### config.mk
export PLATFORM = sky130hd
export DESIGN_NAME = serial_subtractor_flat
export DESIGN_NICKNAME = d
export VERILOG_FILES = /design/src/rtl/serial_arith_pkg.sv /design/src/rtl/serial_subtractor_if.sv /design/src/rtl/fs_bit_cell.sv /design/src/rtl/serial_subtractor.sv /design/src/flat_wrapper.sv
export SDC_FILE = /design/constraint.sdc
export NUM_CORES = 1
export LEC_CHECK = 0
export CAP_MARGIN = 20
export CORE_ASPECT_RATIO = 0.9
export CORE_MARGIN = 2
export CORE_UTILIZATION = 52
export DETAILED_ROUTE_END_ITERATION = 8
export PLACE_DENSITY = 0.83
export SETUP_SLACK_MARGIN = 0.05
export SLEW_MARGIN = 20
export SYNTH_ARGS = -nofsm -noshare
export SYNTH_HDL_FRONTEND = slang
export SYNTH_SLANG_ARGS = --single-unit
### constraint.sdc
create_clock -name clk -period 3.4 [get_ports clk]
set_input_delay 0.51 -clock clk [delete_from_list [all_inputs] [get_ports clk]]
set_output_delay 0.51 -clock clk [all_outputs]
set_load 0.05 [all_outputs]
### src/rtl/serial_arith_pkg.sv
// Shared definitions for the bit-serial arithmetic blocks: FSM encoding and counter sizing.
// Latency: none (definitions only).
// Backpressure: none (definitions only).
package serial_arith_pkg;

    typedef enum logic [1:0] {
        IDLE  = 2'd0,
        SHIFT = 2'd1,
        DONE  = 2'd2
    } state_e;

    // Bit counter must hold 0..width-1.
    function automatic int cnt_width(input int width);
        return (width < 2) ? 1 : $clog2(width);
    endfunction

endpackage

### src/rtl/serial_subtractor_if.sv
// Operand/result bundle for the serial subtractor.
// Latency: none (wires only).
// Backpressure: none; start is only honoured while the block is idle.
interface serial_subtractor_if #(
    parameter int WIDTH = 8
);
    logic             start;
    logic [WIDTH-1:0] a;
    logic [WIDTH-1:0] b;
    logic             busy;
    logic             done;
    logic [WIDTH-1:0] diff;
    logic             borrow_out;

    modport master (
        output start, a, b,
        input  busy, done, diff, borrow_out
    );

    modport slave (
        input  start, a, b,
        output busy, done, diff, borrow_out
    );
endinterface

### src/rtl/fs_bit_cell.sv
// One-bit full subtractor: d = x - y - bin, with borrow out.
// Latency: combinational.
// Backpressure: none.
module fs_bit_cell (
    input  logic x,
    input  logic y,
    input  logic bin,
    output logic d,
    output logic bout
);
    assign d    = x ^ y ^ bin;
    assign bout = (~x & y) | (~(x ^ y) & bin);
endmodule

### src/rtl/serial_subtractor.sv
// Bit-serial a - b, LSB first, one bit per clock through a single full-subtractor cell.
// Latency: done high in the cycle after edge WIDTH (start edge = edge 0); issue interval WIDTH+2.
// Backpressure: start is ignored while busy; results are held until the next completion.
module serial_subtractor
    import serial_arith_pkg::*;
#(
    parameter int WIDTH = 8
) (
    input  logic               clk,
    input  logic               rst,
    serial_subtractor_if.slave bus
);
    localparam int            CW   = cnt_width(WIDTH);
    localparam logic [CW-1:0] LAST = CW'(WIDTH - 1);

    state_e           state_q, state_d;
    logic [WIDTH-1:0] a_sr_q, a_sr_d;
    logic [WIDTH-1:0] b_sr_q, b_sr_d;
    logic             borrow_q, borrow_d;
    logic [CW-1:0]    cnt_q, cnt_d;
    logic [WIDTH-1:0] diff_q, diff_d;
    logic             bout_q, bout_d;
    logic             busy_q, busy_d;
    logic             done_q, done_d;

    logic cell_d;
    logic cell_bout;

    fs_bit_cell u_cell (
        .x    (a_sr_q[0]),
        .y    (b_sr_q[0]),
        .bin  (borrow_q),
        .d    (cell_d),
        .bout (cell_bout)
    );

    always_comb begin
        state_d  = state_q;
        a_sr_d   = a_sr_q;
        b_sr_d   = b_sr_q;
        borrow_d = borrow_q;
        cnt_d    = cnt_q;
        diff_d   = diff_q;
        bout_d   = bout_q;

        case (state_q)
            IDLE: begin
                if (bus.start) begin
                    a_sr_d   = bus.a;
                    b_sr_d   = bus.b;
                    borrow_d = 1'b0;
                    cnt_d    = '0;
                    state_d  = SHIFT;
                end
            end
            SHIFT: begin
                // Result bits refill the minuend register from the top as it drains.
                a_sr_d   = {cell_d, a_sr_q[WIDTH-1:1]};
                b_sr_d   = {1'b0, b_sr_q[WIDTH-1:1]};
                borrow_d = cell_bout;
                if (cnt_q == LAST) begin
                    cnt_d   = '0;
                    diff_d  = {cell_d, a_sr_q[WIDTH-1:1]};
                    bout_d  = cell_bout;
                    state_d = DONE;
                end else begin
                    cnt_d = cnt_q + 1'b1;
                end
            end
            DONE: begin
                state_d = IDLE;
            end
            default: begin
                state_d = IDLE;
            end
        endcase

        busy_d = (state_d != IDLE);
        done_d = (state_d == DONE);
    end

    always_ff @(posedge clk) begin
        if (rst) begin
            state_q  <= IDLE;
            a_sr_q   <= '0;
            b_sr_q   <= '0;
            borrow_q <= 1'b0;
            cnt_q    <= '0;
            diff_q   <= '0;
            bout_q   <= 1'b0;
            busy_q   <= 1'b0;
            done_q   <= 1'b0;
        end else begin
            state_q  <= state_d;
            a_sr_q   <= a_sr_d;
            b_sr_q   <= b_sr_d;
            borrow_q <= borrow_d;
            cnt_q    <= cnt_d;
            diff_q   <= diff_d;
            bout_q   <= bout_d;
            busy_q   <= busy_d;
            done_q   <= done_d;
        end
    end

    assign bus.busy       = busy_q;
    assign bus.done       = done_q;
    assign bus.diff       = diff_q;
    assign bus.borrow_out = bout_q;

endmodule

### src/flat_wrapper.sv
// flat-port wrapper written by rule: the top's interface ports become plain ports
module serial_subtractor_flat import serial_arith_pkg::*;
#(
    parameter int WIDTH = 8
)
  (clk, rst, bus_start, bus_a, bus_b, bus_busy, bus_done, bus_diff, bus_borrow_out);
  serial_subtractor_if #(.WIDTH(WIDTH)) bus_i ();
  input  logic clk;
  input  logic rst;
  input wire logic [$bits(bus_i.start)-1:0] bus_start;
  input wire logic [$bits(bus_i.a)-1:0] bus_a;
  input wire logic [$bits(bus_i.b)-1:0] bus_b;
  output wire logic [$bits(bus_i.busy)-1:0] bus_busy;
  output wire logic [$bits(bus_i.done)-1:0] bus_done;
  output wire logic [$bits(bus_i.diff)-1:0] bus_diff;
  output wire logic [$bits(bus_i.borrow_out)-1:0] bus_borrow_out;
  assign bus_i.start = bus_start;
  assign bus_i.a = bus_a;
  assign bus_i.b = bus_b;
  assign bus_busy = bus_i.busy;
  assign bus_done = bus_i.done;
  assign bus_diff = bus_i.diff;
  assign bus_borrow_out = bus_i.borrow_out;
  serial_subtractor #(.WIDTH(WIDTH)) u_core (.clk(clk), .rst(rst), .bus(bus_i));
endmodule
==> run metrics, run 1 <==
antenna cells=0; register area share after synthesis=48.9%; Worst-Skew Late Latency=330 ps; Starting DRT DRC Count=34; Design Area, Final=0.00166 mm2; Synth Net Count=182; Cell Chain, Critical Path=clkdlybuf4s50_1; kind of critical path=reg2out; Slew Limit Fails=0; footprint of the multi-input gates=603 um2; CP max stage cell=clkdlybuf4s50_1; Post-Route Setup TNS=0 ps; clk_skew=3.41 ps; Wirelength per Cell=13.5 um; Layout area overhead=23.1%; r2r setup slk=1680 ps; Arr. time, crit path=1480 ps; Synth top area share=48.9%; Fillers=232; critical path's largest stage delay=800 ps; Overflow after GRT=0; DR vias=1218; Design Power=729 uW; layout cells sized above 1=4.89%; die footprint=0.00302 mm2; max frequency=502 MHz; post-CTS setup buffers=0; Die W=57.7 um; Worst R2R End=u_core.b_sr_q[6]; DP Area=0.00161 mm2; Cell Pwr Density=439 mW/mm2; cells taking the most area after synthesis=dfxtp_1 49%, a311oi_1 9.7%, nand2_1 9.7%; pin count of the biggest net entering global routing=34; HP Start=u_core.bus.diff[2]; Initial Utilization=54.7%; area of the core=0.00247 mm2; EDFF count, synth=0; first-pass GRT wire length=4580 um; worst hold path class=reg2reg; clk sinks=33; Worst Hold Path EP=u_core.bus.diff[2]; peak supply drop=375 uV; Storage cell area=661 um2; initial antenna violation count=0; CTS max path bufs=2; 1st-pass router iterations=4; routed wire length=2860 um; startpoint types=flip-flop; Hold Crit Depth=2; Via-to-Cell Ratio=5.75; CP Capture Type=output port; Final Hold Violating Endpoints=0; Final nets=206; row count=17; crit path time final=1990 ps; vias in the first global route=1044; Die H=52.3 um; peak fanout along the critical path=2; RSZ-0062 raised after global routing=false; r2r worst-path depth=3; Reg clk slew, reported paths=90 ps; CP Launch Point=u_core.bus.borrow_out; total CTS buffers=5; Cells after Synth=160; crit path buf inv count=1; GRT Overall Usage=20.6%; count of cells resized by post-cts repair=0; DRC Markers=0; Max-slew headroom=33.5%; Async SR Flop Fraction=0%; Post-Syn Area=0.00135 mm2; Cell variety after synth=27; period utilization=58.6%; area leader, netlist=dfxtp_1; final setup fails=0; hpwl dp=2030 um; root buffer cell=clkbuf_4; GPL Wtd Cong=0.769; Synth Flop Type=dfxtp_1; CP Data Required Time=2890 ps; r2r startpoint=u_core.state_q[1]; max cap viols=0; DRT antenna net count=0; num ports=30; flops & latches, synth=33; cts hold-fix bufs=0; CTS tree=yes; LEAKAGE=0.623 nW; Worst-Margin Slew=997 ps; Synth Area per Inst=8.44 um2; Port Buffers=29; CTS HTree Levels=2; status=finished clean; Syn. warnings=0; crit-path leading delay family=buffers and inverters
[cells by family after synthesis]
group / synth area share, %
flip-flops: 48.9
AND/OR/NAND/NOR: 23.4
multiplexers: 0.741
adder cells (fa/ha/maj): 3.34
AO/OA/AOI/OAI: 17.2
buffers and inverters: 6.39
[sequential cells by signal, summed over array words and instances, names as in the netlist]
register               cells
u_core.bus.busy            1
u_core.bus.diff            8
u_core.bus.done            1
u_core.borrow_q            1
u_core.bus.borrow_out      1
u_core.a_sr_q              8
u_core.state_q             2
u_core.b_sr_q              8
u_core.cnt_q               3
[Yosys cell counts, drive strengths merged, types with 3 or more instances]
| library cell | instances |
|---|---|
| clkbuf | 4 |
| a311oi | 15 |
| inv | 4 |
| nand2b | 3 |
| a21oi | 9 |
| nor2 | 24 |
| nand2 | 35 |
| buf | 9 |
| dfxtp | 33 |
| nand3 | 7 |
[power breakdown]
group	switching [mW]	internal [mW]	total, mW	leakage (nW)
Sequential	0.0139	0.405	0.419	0.270
Combinational	0.0459	0.0420	0.0879	0.321
Clock	0.124	0.0975	0.222	0.0314
[final cells by class]
type	instances	share of cell area, %
well taps	28	2.11
flip-flops and latches	33	39.8
clock buffers	7	3.31
inverters	4	0.904
repair buffers	30	17.6
multi-input cells	110	36.3
[worst max-delay path by stage]
stage	endpoint	slack, ps	depth (start not counted)
3_3_place_gp	u_core.a_sr_q[7]	1400	2
4_1_cts	bus_borrow_out	1400	1
3_5_place_dp	u_core.b_sr_q[5]	1300	2
6_report	bus_borrow_out	1410	1
2_1_floorplan	u_core.bus.diff[7]	2070	5
5_1_grt	bus_diff[2]	1350	1
[per-layer routing]
metal  global-route usage (%)  vias up  part of all wire, %
li1                         -      597                    -
met1                     22.7      569                   43
met2                     35.2       43                   49
met3                     6.67        9                  6.4
met4                     11.2        0                  1.9
met5                        0        -                    0
[stage by stage]
stage               hold WS (ps)  setup WS (ps)  util, %  std cells
floorplan                    454           2070        -        160
global placement             445           1400     65.3        205
detailed placement           448           1300     65.3        205
CTS                          460           1400     67.5        212
global route                 492           1350     67.3        212
finish                       460           1410     67.3        212
[layout by cell type (no fill, tap or decap), types with 2 or more instances in the layout]
cell type and count:
nand2_1 35, a21oi_1 9, nand2b_1 3, nand3_1 7
inv_1 4, a22oi_1 2, a311oi_1 15, clkbuf_4 5
nor3_1 2, dfxtp_1 33, a32oi_1 2, clkdlybuf4s50_1 28
ha_1 2, nor2_1 24
(Power assumes the default switching activity.)
==> inputs of run 2 (changes only) <==
--- a/config.mk
+++ b/config.mk
@@ -8,9 +8,9 @@
 export CAP_MARGIN = 20
 export CORE_ASPECT_RATIO = 0.9
 export CORE_MARGIN = 2
-export CORE_UTILIZATION = 52
+export CORE_UTILIZATION = 49
 export DETAILED_ROUTE_END_ITERATION = 8
-export PLACE_DENSITY = 0.83
+export PLACE_DENSITY = 0.79
 export SETUP_SLACK_MARGIN = 0.05
 export SLEW_MARGIN = 20
 export SYNTH_ARGS = -nofsm -noshare
==> constraint.sdc (replaced) <==
create_clock -name clk -period 2 [get_ports clk]
set_input_delay 0.3 -clock clk [delete_from_list [all_inputs] [get_ports clk]]
set_output_delay 0.3 -clock clk [all_outputs]
set_load 0.05 [all_outputs]
==> run metrics, run 2 (synthesized netlist as in run 1, its figures left out) <==
status=finished clean; Layout area overhead=25.3%; wl on met1=1270 um; final setup fails=0; Initial Utilization=50.4%; CTS tree=yes; first-pass GRT wire length=4390 um; Post-Route Setup TNS=0 ps; crit-path leading delay family=buffers and inverters; peak fanout along the critical path=2; Final nets=209; die footprint=0.00319 mm2; routed wire length=2770 um; worst hold path class=reg2reg; clk sinks=33; Cell Chain, Critical Path=clkdlybuf4s50_1; Max-slew headroom=64.8%; GPL Wtd Cong=0.794; Wirelength per Cell=12.8 um; pin count of the biggest net entering global routing=34; met3 WL post-DR=194 um; crit path buf inv count=1; layout cells sized above 1=5.88%; CP Launch Point=u_core.bus.diff[6]; max cap viols=0; LEAKAGE=0.637 nW; total CTS buffers=5; hpwl dp=1950 um; Worst-Skew Late Latency=330 ps; commonest non-fill, non-tap cell in the layout=nand2_1; Worst-Margin Slew=526 ps; DR vias=1193; r2r startpoint=u_core.cnt_q[0]; Die H=53.8 um; Final Hold Violating Endpoints=0; Die W=59.3 um; hold_ws=457 ps; peak supply drop=433 uV; crit path time final=1810 ps; Slew Limit Fails=0; CTS max path bufs=2; row count=18; area of the core=0.00268 mm2; cts hold-fix bufs=0; Arr. time, crit path=1510 ps; Cell Pwr Density=732 mW/mm2; Overflow after GRT=0; CP Capture Type=output port; most frequent cells in the layout=35 x nand2_1, 33 x dfxtp_1, 29 x clkdlybuf4s50_1; critical path's largest stage delay=820 ps; GRT Overall Usage=18.8%; root buffer cell=clkbuf_4; clk_skew=4.80 ps; max frequency=552 MHz; post-CTS setup buffers=0; CTS HTree Levels=2; Via-to-Cell Ratio=5.50; RSZ-0062 raised after global routing=false; kind of critical path=reg2out; Reg clk slew, reported paths=90 ps; num ports=30; 1st-pass router iterations=4; antenna cells=0; DRC Markers=0; startpoint types=flip-flop; Port Buffers=29; Starting DRT DRC Count=47; vias in the first global route=1011; count of cells resized by post-cts repair=0; period utilization=90.7%; CP max stage cell=clkdlybuf4s50_1; HP Start=u_core.bus.diff[2]; DRT antenna net count=0; highest routed layer=met4; DR WL met2=1270 um; initial antenna violation count=0; CP Data Required Time=1700 ps
[run 2: cell count changes in the layout (fill, tap and decap cells not counted), sizes merged]
cell           delta
buf               +2
clkdlybuf4s50     +1
[run 2: worst paths after layout]
check,endpoint,slack (ps),cells after the start
max,bus_diff[6],190,1
min,u_core.bus.diff[2],460,2
min reg2reg,u_core.bus.diff[2],460,2
max reg2reg,u_core.bus.diff[7],560,5
[run 2: layout make-up]
class	instances	area, um2
inverters	4	15.0
fillers	240	988
well taps	30	37.5
repair buffers	33	320
flip-flops and latches	33	661
multi-input cells	110	603
clock buffers	7	55.1
[run 2: routing by layer]
layer	track usage, %	up-vias
met4	8.33	0
met1	24.7	549
li1	-	603
met5	0	-
met2	27.8	36
met3	6.49	5
[run 2: power breakdown]
part           total [mW]  leakage (nW)  internal, mW  switching, mW
clock               0.376        0.0314         0.166          0.210
combinational       0.151         0.336        0.0744         0.0764
sequential          0.712         0.270         0.689         0.0232
[run 2: stage by stage]
| step | util (%) | cell area, um2 | total power [mW] | std cells | setup WS (ps) |
|---|---|---|---|---|---|
| floorplan | - | 1350 | 0.822 | 160 | 673 |
| global placement | 61.1 | 1640 | 0.873 | 210 | 394 |
| detailed placement | 61.1 | 1640 | 0.878 | 210 | 356 |
| CTS | 63.1 | 1690 | 1.25 | 217 | 176 |
| global route | 63.1 | 1690 | 1.29 | 217 | 159 |
| finish | 63.1 | 1690 | 1.24 | 217 | 187 |
==> inputs of run 3 (changes only) <==
--- a/config.mk
+++ b/config.mk
@@ -16,3 +16,4 @@
 export SYNTH_ARGS = -nofsm -noshare
 export SYNTH_HDL_FRONTEND = slang
 export SYNTH_SLANG_ARGS = --single-unit
+export TNS_END_PERCENT = 20
==> results of run 3 <==
Same layout as run 2: the final DEF is identical, and so are final timing and power.
